File: src/rtl/rgmii_rx_sequencer.sv
// RGMII receive sequencer: turns DDR capture pairs into a preamble-stripped
// valid/last/err byte stream and keeps saturating frame/error statistics.
module rgmii_rx_sequencer #(
    parameter int cnt_width_p = 16
) (
    input  logic                   clk_i,
    input  logic                   reset_i,
    input  logic [4:0]             q1_i,
    input  logic [4:0]             q2_i,
    input  logic [1:0]             speed_i,
    output logic [7:0]             data_o,
    output logic                   v_o,
    output logic                   last_o,
    output logic                   err_o,
    output logic [cnt_width_p-1:0] frame_cnt_o,
    output logic [cnt_width_p-1:0] err_cnt_o
);

    typedef enum logic [1:0] {IDLE, PRE, DATA, DROP} state_e;

    localparam logic [cnt_width_p-1:0] cnt_one = 1;

    state_e     state_r, state_n;

    logic       dv;
    logic       er;
    logic [7:0] rx_byte;
    logic [3:0] rx_nib;
    logic       gig_live;
    logic       is_pre;
    logic       is_sfd;
    logic       unused_speed;

    logic       gig_r, gig_n;
    logic [7:0] hold_r, hold_n;
    logic       hold_full_r, hold_full_n;
    logic       err_flag_r, err_flag_n;
    logic       nib_phase_r, nib_phase_n;
    logic [3:0] nib_lo_r, nib_lo_n;

    logic [7:0] data_n;
    logic       v_n, last_n, err_n;
    logic       byte_done;
    logic [7:0] new_byte;
    logic       frame_inc, err_inc;

    assign dv           = q1_i[4];
    assign er           = q1_i[4] ^ q2_i[4];
    assign rx_byte      = {q2_i[3:0], q1_i[3:0]};
    assign rx_nib       = q1_i[3:0];
    // Only bit 1 distinguishes DDR (2,3) from nibble (0,1) operation.
    assign gig_live     = speed_i[1];
    assign unused_speed = speed_i[0];
    assign is_pre       = gig_live ? (rx_byte == 8'h55) : (rx_nib == 4'h5);
    assign is_sfd       = gig_live ? (rx_byte == 8'hD5) : (rx_nib == 4'hD);

    always_comb begin
        // NOTE: every variable written here gets a default first so that no
        // path through the case statement can infer a latch.
        state_n     = state_r;
        gig_n       = gig_r;
        hold_n      = hold_r;
        hold_full_n = hold_full_r;
        err_flag_n  = err_flag_r;
        nib_phase_n = nib_phase_r;
        nib_lo_n    = nib_lo_r;
        data_n      = data_o;
        v_n         = 1'b0;
        last_n      = 1'b0;
        err_n       = 1'b0;
        byte_done   = 1'b0;
        new_byte    = rx_byte;
        frame_inc   = 1'b0;
        err_inc     = 1'b0;

        case (state_r)
            IDLE: begin
                if (dv) state_n = is_pre ? PRE : DROP;
            end
            PRE: begin
                if (!dv) begin
                    state_n = IDLE;
                end else if (er) begin
                    state_n = DROP;
                end else if (is_sfd) begin
                    state_n     = DATA;
                    gig_n       = gig_live;
                    nib_phase_n = 1'b0;
                    hold_full_n = 1'b0;
                    err_flag_n  = 1'b0;
                end else if (!is_pre) begin
                    state_n = DROP;
                end
            end
            DATA: begin
                if (dv) begin
                    if (er) err_flag_n = 1'b1;
                    if (gig_r) begin
                        byte_done = 1'b1;
                    end else if (nib_phase_r) begin
                        byte_done   = 1'b1;
                        new_byte    = {rx_nib, nib_lo_r};
                        nib_phase_n = 1'b0;
                    end else begin
                        nib_lo_n    = rx_nib;
                        nib_phase_n = 1'b1;
                    end
                    // The hold stage delays each byte until we know whether it is the last.
                    if (byte_done) begin
                        hold_n      = new_byte;
                        hold_full_n = 1'b1;
                        if (hold_full_r) begin
                            data_n = hold_r;
                            v_n    = 1'b1;
                        end
                    end
                end else begin
                    state_n     = IDLE;
                    hold_full_n = 1'b0;
                    err_flag_n  = 1'b0;
                    nib_phase_n = 1'b0;
                    if (hold_full_r) begin
                        data_n    = hold_r;
                        v_n       = 1'b1;
                        last_n    = 1'b1;
                        err_n     = err_flag_r | (!gig_r & nib_phase_r);
                        frame_inc = !err_n;
                        err_inc   = err_n;
                    end else begin
                        err_inc = 1'b1;
                    end
                end
            end
            DROP: begin
                if (!dv) begin
                    state_n = IDLE;
                    err_inc = 1'b1;
                end
            end
            default: state_n = IDLE;
        endcase
    end

    always_ff @(posedge clk_i) begin
        // NOTE: sequential state uses non-blocking assignments so every
        // register samples the pre-edge values regardless of statement order.
        if (reset_i) begin
            state_r     <= IDLE;
            gig_r       <= 1'b0;
            hold_r      <= '0;
            hold_full_r <= 1'b0;
            err_flag_r  <= 1'b0;
            nib_phase_r <= 1'b0;
            nib_lo_r    <= '0;
            data_o      <= '0;
            v_o         <= 1'b0;
            last_o      <= 1'b0;
            err_o       <= 1'b0;
            frame_cnt_o <= '0;
            err_cnt_o   <= '0;
        end else begin
            state_r     <= state_n;
            gig_r       <= gig_n;
            hold_r      <= hold_n;
            hold_full_r <= hold_full_n;
            err_flag_r  <= err_flag_n;
            nib_phase_r <= nib_phase_n;
            nib_lo_r    <= nib_lo_n;
            data_o      <= data_n;
            v_o         <= v_n;
            last_o      <= last_n;
            err_o       <= err_n;
            if (frame_inc && (frame_cnt_o != '1)) frame_cnt_o <= frame_cnt_o + cnt_one;
            if (err_inc && (err_cnt_o != '1)) err_cnt_o <= err_cnt_o + cnt_one;
        end
    end

endmodule

File: config.mk
export PLATFORM = sky130hd
export DESIGN_NAME = rgmii_rx_sequencer
export DESIGN_NICKNAME = d
export VERILOG_FILES = /design/src/rtl/rgmii_rx_sequencer.sv
export SDC_FILE = /design/constraint.sdc
export NUM_CORES = 1
export LEC_CHECK = 0
export ABC_AREA = 1
export CAP_MARGIN = 25
export CORE_ASPECT_RATIO = 0.5
export CORE_UTILIZATION = 57
export DETAILED_ROUTE_END_ITERATION = 8
export PLACE_DENSITY = 0.95
export SLEW_MARGIN = 20
export SYNTH_ARGS = -nofsm -noshare
export SYNTH_HDL_FRONTEND = slang
export SYNTH_SLANG_ARGS = --single-unit
File: constraint.sdc
create_clock -name clk_i -period 4 [get_ports clk_i]
set_input_delay 0.4 -clock clk_i [delete_from_list [all_inputs] [get_ports clk_i]]
set_output_delay 0.4 -clock clk_i [all_outputs]
set_load 0.1 [all_outputs]
---- Yosys cells after proc, flatten, opt, wreduce, memory -nomap -nowiden ----
Cells that the tools add are included.
storage, ports and cells
  bits in registers ....................... 61
  input bits .............................. 14
  output and inout bits ................... 43
operators by class
  $add $sub $neg .......................... 2
  equal/unequal tests ..................... 19
  mux-type cells .......................... 42
  bitwise operators ....................... 8
  reductions and logical operators ........ 18
operators by type and width
  cell                                                 number
  2-to-1 mux 8 bit                                     5
  adder 16 x 1 -> 16 bit, second input constant        2
  != test 16 bit, second input constant                2
  2-to-1 mux 1 bit                                     25
  AND reduction 5 bit                                  3
  2-to-1 mux 2 bit                                     7
  != test 2 bit, second input constant                 5
  != test 3 bit, second input constant                 3
  equality test 8 x 7 -> 1 bit, second input constant  1
  equality test 8 bit, second input constant           1
  case mux 1 bit (2 select lines)                      4
  AND reduction 4 bit                                  2
  case mux 2 bit (3 select lines)                      1
  AND reduction 3 bit                                  2
  != test 5 bit, second input constant                 1
  NOT 1 bit                                            5
  equality test 2 bit, second input constant           2
  equality test 4 x 3 -> 1 bit, second input constant  1
  equality test 4 bit, second input constant           1
  OR reduction 2 bit                                   2
  OR reduction 4 bit                                   1
  OR reduction 3 bit                                   1
  equality test 2 x 1 -> 1 bit, second input constant  1
  logical AND 1 bit                                    2
  other kinds (8)                                      9

---- Depth between registers and ports, before layout ----
Gate-level depths: netlist (run 1).
  depth in word-level cells ............... 8
  gate-level depth with buffers ........... 10

---- Worst setup path after synthesis (run 1) ----
Ideal clock, no wire load.
  kind .................................... register to register
  start point ............................. register err_cnt_o[1]
  end point ............................... register err_cnt_o[14]
  library setup time ...................... 67 ps
  arrival time ............................ 2,302 ps
  setup slack ............................. 1,631 ps
  cell stages (with the launch flop) ...... 9
  buffers on the path ..................... 1
  period minus slack after synthesis ...... 2,369 ps
  path through ............................ dfxtp_1 ha_1 nand3_2 nor3_4 nand2_2 nand3_4 buf_8 nand2_1 a21oi_2
between the ends
  cells in the longest elaborated chain, start to end .. 2
  elaborated cells on any way between the ends .. 3
  classes of those cells .................. add/sub: 1; eq/ne: 1; reduce/logical: 1
ends and longest elaborated chain
  what                                                                            line  RTL
  start, declared                                                                 16    output logic [cnt_width_p-1:0] err_cnt_o
  start signal, assigned                                                          174   if (err_inc && (err_cnt_o != '1)) err_cnt_o <= err_cnt_o + cnt_one;
  parallel branches: the longest is 2 deep, another holds adder 16 x 1 -> 16 bit  n/a
Parallel ways; which one is timed is not known.
A chain may end at the register's enable or synchronous reset.

---- Final worst setup path (run 1) ----
  start point ............................. register err_cnt_o[9]
  end point ............................... output port err_cnt_o[9]
No word-level cell between the ends.

==> impl_results.md, run 1 <==
- Layout cells sized above 1: 0.0516
- Sequential area share after synthesis: 0.378
- Detail Placement HPWL: 5480 um
- Area leader, netlist: dfxtp_1
- Diodes inserted: 0
- Core area: a little over 0.005 sq mm
- CTS H-tree depth: 3
- Leakage: 1.53 nW
- Met2 WL: 3840 um
- Post-synth cell types: 32
- Antenna-violating nets left: 0
- Largest delay share family, worst path: buffers and inverters
- CTS tree: yes
- WL met3: around 550 um
- Cell Chain, Critical Path: clkdlybuf4s50_1
- Setup TNS: 0 ps
- Sw Share: 0.294
- First-pass GRT wire length: 13,700 um
- Total gr overflow: 0
- Tot Pwr: 1.64 mW
- Peak VDD IR: 396 uV
- Max cap viols: 0
- RSZ-0062 raised after global routing: false
- Reg area: 0.00122 sq mm
- Top cell type's share of synthesized area: 0.378
- Post-Syn Area per Cell: 6.65 sq um
- Fin. max-slew vios: 0
- Commonest cells in the netlist: nand2_1, nor2_1, dfxtp_1
- CTS clk-pin slew, worst paths: 50 ps
- Crit path max fanout: 7
- Synth-to-Final Area Change: 25.4%
- Most numerous cell in the Yosys netlist: nand2_1
- Outcome: complete, no violations
- Yosys warnings: 0
- Router iterations before antenna repair: 6
- Synthesis-stage register bit count: just over 60
- Site row count: 18
- Largest net degree at the start of global routing: 32
- Critical Path Max Stage Delay: 1190 ps
- Num Clock Sinks: 61
- Setup Viol. Count Final: 0
- Post-cts sizing count: 0
- GRT Total Usage: 0.291
- WL per Instance: 13.2 um
- Port bufs: 55
- Hold WS: 456 ps
- Crit share post-route: 0.601
- Sw Pwr: roughly 0.48 mW
- RD Place Congestion: about 0.85
- Final Critical Period: between 2000 and 2500 ps
- Root Driver: clkbuf_16
- Max clock buf depth: 2
- Critical path endpoint category: output port
- CTS buffer count: 9
- WP buf/inv: 1
- Synth Area in Simple Gates: 0.353
- Initial core utilization: 0.624
- Seq pwr share: 0.404
- Ys async rst share: 0
- Fillers: 403
- Max Clk Rate: 0.416 GHz
- Vias per cell: 5.41
- Die H: roughly 55 um
- Worst Path Required: 3600 ps
- PD cells: 405 mW/mm^2
- CP startpoint kind: flip-flop
- Syn Nets: 503
- Area share of fa/ha/maj cells after synthesis: 0.0116
- Worst-margin pin slew: approximately 1000 ps
- Hold-fix buffers, CTS: 0
- WP data arrival: 2000 ps
- Vias in the first global route: 3,052
- Number of synthesized flops with an enable pin: 0
- Via count: 3,318
- Multiplexer area fraction after synthesis: 0
- Post-Synth XOR/XNOR Area: 0.0461
- Hold Fails Final Rpt: 0
- Die ar.: approximately 0.0060 sq mm
- Hold Crit Class: flip-flop to flip-flop
- Setup CP Type: flip-flop to output port
- Initial antenna violation count: 0
- Die Width: 109 um
- Rel. slew slack: 0.330
- DRT met1 WL: about 3600 um
- Clk Latency, worst-skew pair: 330 ps
- # DRC: 0
- Main combinational cell family by area after synthesis: simple AND/OR/NAND/NOR gates
- Clk pwr share: 0.426
- Post-CTS setup buffers: 0
- Nets: 557
- Ranking of synthesized cells by area: dfxtp_1, nand2_1, nor2_1, a21oi_1, o21ai_0
- Boundary Pins: 57
- Comb pwr share: 0.170
- CP max-delay cell: clkdlybuf4s50_1
- WL final: 8080 um
- Initial DRC count: 236
- Internal: 1.16 mW
- Compound-Gate Fraction of Synth Area: 0.137
- Main flop type after synthesis: dfxtp_1
- Setup skew after layout: 6.79 ps
- Syn Inst Count: approximately 500
- Top routing layer in use: met4
- Cell Area, Synth: 0.00323 sq mm
- Multi-input gate area: 0.00177 sq mm
-- state kept, by name (all words and copies together) (netlist names) --
| register | count |
|---|---|
| err_cnt_o | 16 |
| hold_r | 8 |
| state_r | 2 |
| frame_cnt_o | 16 |
| hold_full_r | 1 |
| err_o | 1 |
| nib_lo_r | 4 |
| err_flag_r | 1 |
| last_o | 1 |
| gig_r | 1 |
| nib_phase_r | 1 |
| v_o | 1 |
| data_o | 8 |
-- cell families (layout without fill, tap and decap cells) --
family | count (synthesis) | count (layout)
fa+ha+maj | 3 | 3
buf+inv | 54 | 111
compound gates | 82 | 82
simple gates | 269 | 269
flops | 61 | 61
xor+xnor | 17 | 17
-- routing by layer --
metal,GRT usage,vias up
met4,0.0656,0
met1,0.360,1534
met3,0.102,12
met2,0.488,117
li1,-,1655
met5,0,-
-- placed cells by master, fill, tap and decap left out, drive strengths merged, types with 11 or more instances in the layout --
master         count
clkbuf            12
xnor2             11
dfxtp             61
clkdlybuf4s50     55
nand2            156
inv               41
nor2              77
o21ai             35
nand3             26
a21oi             38
-- stage by stage --
stage	utilization	setup slack, ps	area [sq um]	std cells
after floorplan	-	1630	3230	486
after detailed placement	0.731	1720	3790	599
after global routing	0.783	1570	4060	613
after global placement	0.731	1770	3790	599
final	0.783	1600	4060	613
after CTS	0.783	1600	4060	613
-- area by class of cell --
cell class                      instances  share of cell area
Timing Repair Buffer                   56               0.138
Sequential cell                        61               0.301
Clock inverter                          2             0.00247
Tap cell                               70              0.0216
Multi-Input combinational cell        371               0.436
Inverter                               41              0.0380
Clock buffer                           12              0.0633
-- power groups by stage --
| stage | sequential, mW | clock [mW] | combinational (mW) |
|---|---|---|---|
| floorplan | 0.723 | 0 | 0.164 |
| CTS | 0.663 | 0.702 | 0.277 |
| global placement | 0.673 | 0 | 0.264 |
| detailed placement | 0.674 | 0 | 0.273 |
| global route | 0.667 | 0.733 | 0.305 |
| finish | 0.664 | 0.699 | 0.279 |
-- worst paths after layout --
kind / depth (start not counted) / from / slack [ps] / end
max reg2reg: 7 / frame_cnt_o[0] / 2160 / frame_cnt_o[2]
max: 1 / err_cnt_o[9] / 1600 / err_cnt_o[9]
min: 2 / nib_lo_r[1] / 460 / nib_lo_r[1]
min reg2reg: 2 / nib_lo_r[1] / 460 / nib_lo_r[1]
No activity file was read; power rests on OpenSTA's default activity.
==> run 2: changes to the inputs <==
- CORE_UTILIZATION: 57 -> 53
- PLACE_DENSITY: 0.95 -> 0.91
- clock period: 4 -> 2.4 ns (I/O delays scaled with it)
==> impl_results.md, run 2 (synthesized netlist as in run 1, its figures left out) <==
- Outcome: complete, no violations
- Hold Crit Class: flip-flop to flip-flop
- Met2 WL: approximately 3700 um
- Die ar.: 0.00644 sq mm
- Leakage: 1.67 nW
- Tot Pwr: 3.07 mW
- CTS clk-pin slew, worst paths: 50 ps
- CTS tree: yes
- DP Cell Count: 607
- Fin. max-slew vios: 0
- RSZ-0062 raised after global routing: false
- Antenna-violating nets left: 0
- Hold endpoint: nib_lo_r[2]
- Setup Viol. Count Final: 0
- Rel. slew slack: 0.599
- HP Start: nib_lo_r[2]
- CTS H-tree depth: 3
- Die Width: 112 um
- Boundary Pins: 57
- Core area: 0.00568 sq mm
- Top routing layer in use: met4
- First-pass GRT wire length: 13,100 um
- Die H: between 50 and 60 um
- Initial core utilization: 0.569
- Vias in the first global route: 2,896
- Total gr overflow: 0
- Crit share post-route: 0.757
- Setup skew after layout: 6.89 ps
- Hold WS: 447 ps
- Most frequent cells in the layout: nand2_1, nor2_1, dfxtp_1
- Nets: 562
- WL per Instance: between 10 and 15 um
- WP data arrival: just over 2000 ps
- Port bufs: 55
- Largest net degree at the start of global routing: 30
- Worst Path Required: about 2700 ps
- Flop-to-flop setup slack: 580 ps
- Num Clock Sinks: ~60
- Critical path endpoint category: flip-flop
- Detail Placement HPWL: 5150 um
- Diodes inserted: 0
- Layout cells sized above 1: 0.144
- Worst-margin pin slew: between 600 and 700 ps
- End of the worst register-to-register path: frame_cnt_o[4]
- Hold Fails Final Rpt: 0
- Worst r2r src: frame_cnt_o[0]
- Multi-input gate area: 0.00177 sq mm
- PnR worst setup slack: 584 ps
- PD cells: 753 mW/mm^2
- Clk Latency, worst-skew pair: 330 ps
- Max cap viols: 0
- Design area: 0.00407 sq mm
- GRT Total Usage: 0.263
- WL met3: 518 um
- Vias per cell: 5.26
- Setup TNS: 0 ps
- Cells on Worst Hold Path: 2
- Commonest non-fill, non-tap cell in the layout: nand2_1
- Crit path max fanout: 15
- Root Driver: clkbuf_16
- Dpl cell area: 0.00372 sq mm
- Util after Layout: 0.717
- Post-CTS setup buffers: 0
- Site row count: 19
- Synth-to-Final Area Change: 25.9%
- Peak VDD IR: 382 uV
- WL final: around 7800 um
- Worst slack, placed: between 500 and 600 ps
- Via count: 3,275
- Initial antenna violation count: 0
- Initial DRC count: 273
- DRT met1 WL: between 3000 and 4000 um
- Post-route insts no fill: 623
- Top Registers: err_cnt_o (16), frame_cnt_o (16)
- CP startpoint kind: flip-flop
- Hold-fix buffers, CTS: 0
- Max Clk Rate: 0.551 GHz
- Reg area: 0.00122 sq mm
- CTS buffer count: 9
- R2r worst-path depth: 7
- Router iterations before antenna repair: 5
- Setup CP Type: flip-flop to flip-flop
- Fillers: 442
- Post-cts sizing count: 0
- Max clock buf depth: 2
- RD Place Congestion: 0.885
- # DRC: 0
- Final Critical Period: 1820 ps
run 2: changes by cell type in the layout (fill, tap and decap cells not counted):
cell             previous run  this run
buf_4                       1        49
bufinv_16                   0         3
clkbuf_1                    1         0
clkbuf_8                    2         1
clkdlybuf4s50_1            55        12
clkinv_2                    2         1
clkinvlp_4                  0         2
run 2: how the worst max path moves through the flow:
stage | start | to | slack (ps) | cells past startpoint
after global routing | frame_cnt_o[0] | frame_cnt_o[5] | 360 | 7
after detailed placement | q1_i[4] | err_cnt_o[11] | 540 | 8
after global placement | q1_i[4] | err_cnt_o[2] | 610 | 8
after floorplan | err_cnt_o[1] | err_cnt_o[14] | 30 | 8
after CTS | frame_cnt_o[0] | frame_cnt_o[4] | 590 | 7
final | frame_cnt_o[0] | frame_cnt_o[4] | 580 | 7
run 2: final cells by class:
class,count,area share
clock buffer,10,0.0587
clock inverter,6,0.0270
timing repair buffer,61,0.120
inverter,41,0.0378
multi-input combinational,371,0.434
tap,73,0.0224
sequential,61,0.300
run 2: where the power goes:
part | switching [mW] | internal, mW | leakage, nW
Combinational | 0.325 | 0.133 | 1.02
Clock | 0.466 | 1.04 | 0.165
Sequential | 0.0423 | 1.06 | 0.493
Total | 0.834 | 2.23 | 1.67
run 2: critical path, stage by stage, from the launching register on:
cell and delay [ps]:
dfxtp_1 390, ha_1 260, nand3_1 130, inv_1 70, nand2_1 100, o21ai_2 520
nand2_1 90, a21oi_1 170
run 2: routing by layer:
layer / vias up / global-route usage
met2: 95 / 0.451
met3: 12 / 0.0956
li1: 1671 / -
met4: 0 / 0.0762
met5: - / 0
met1: 1497 / 0.315
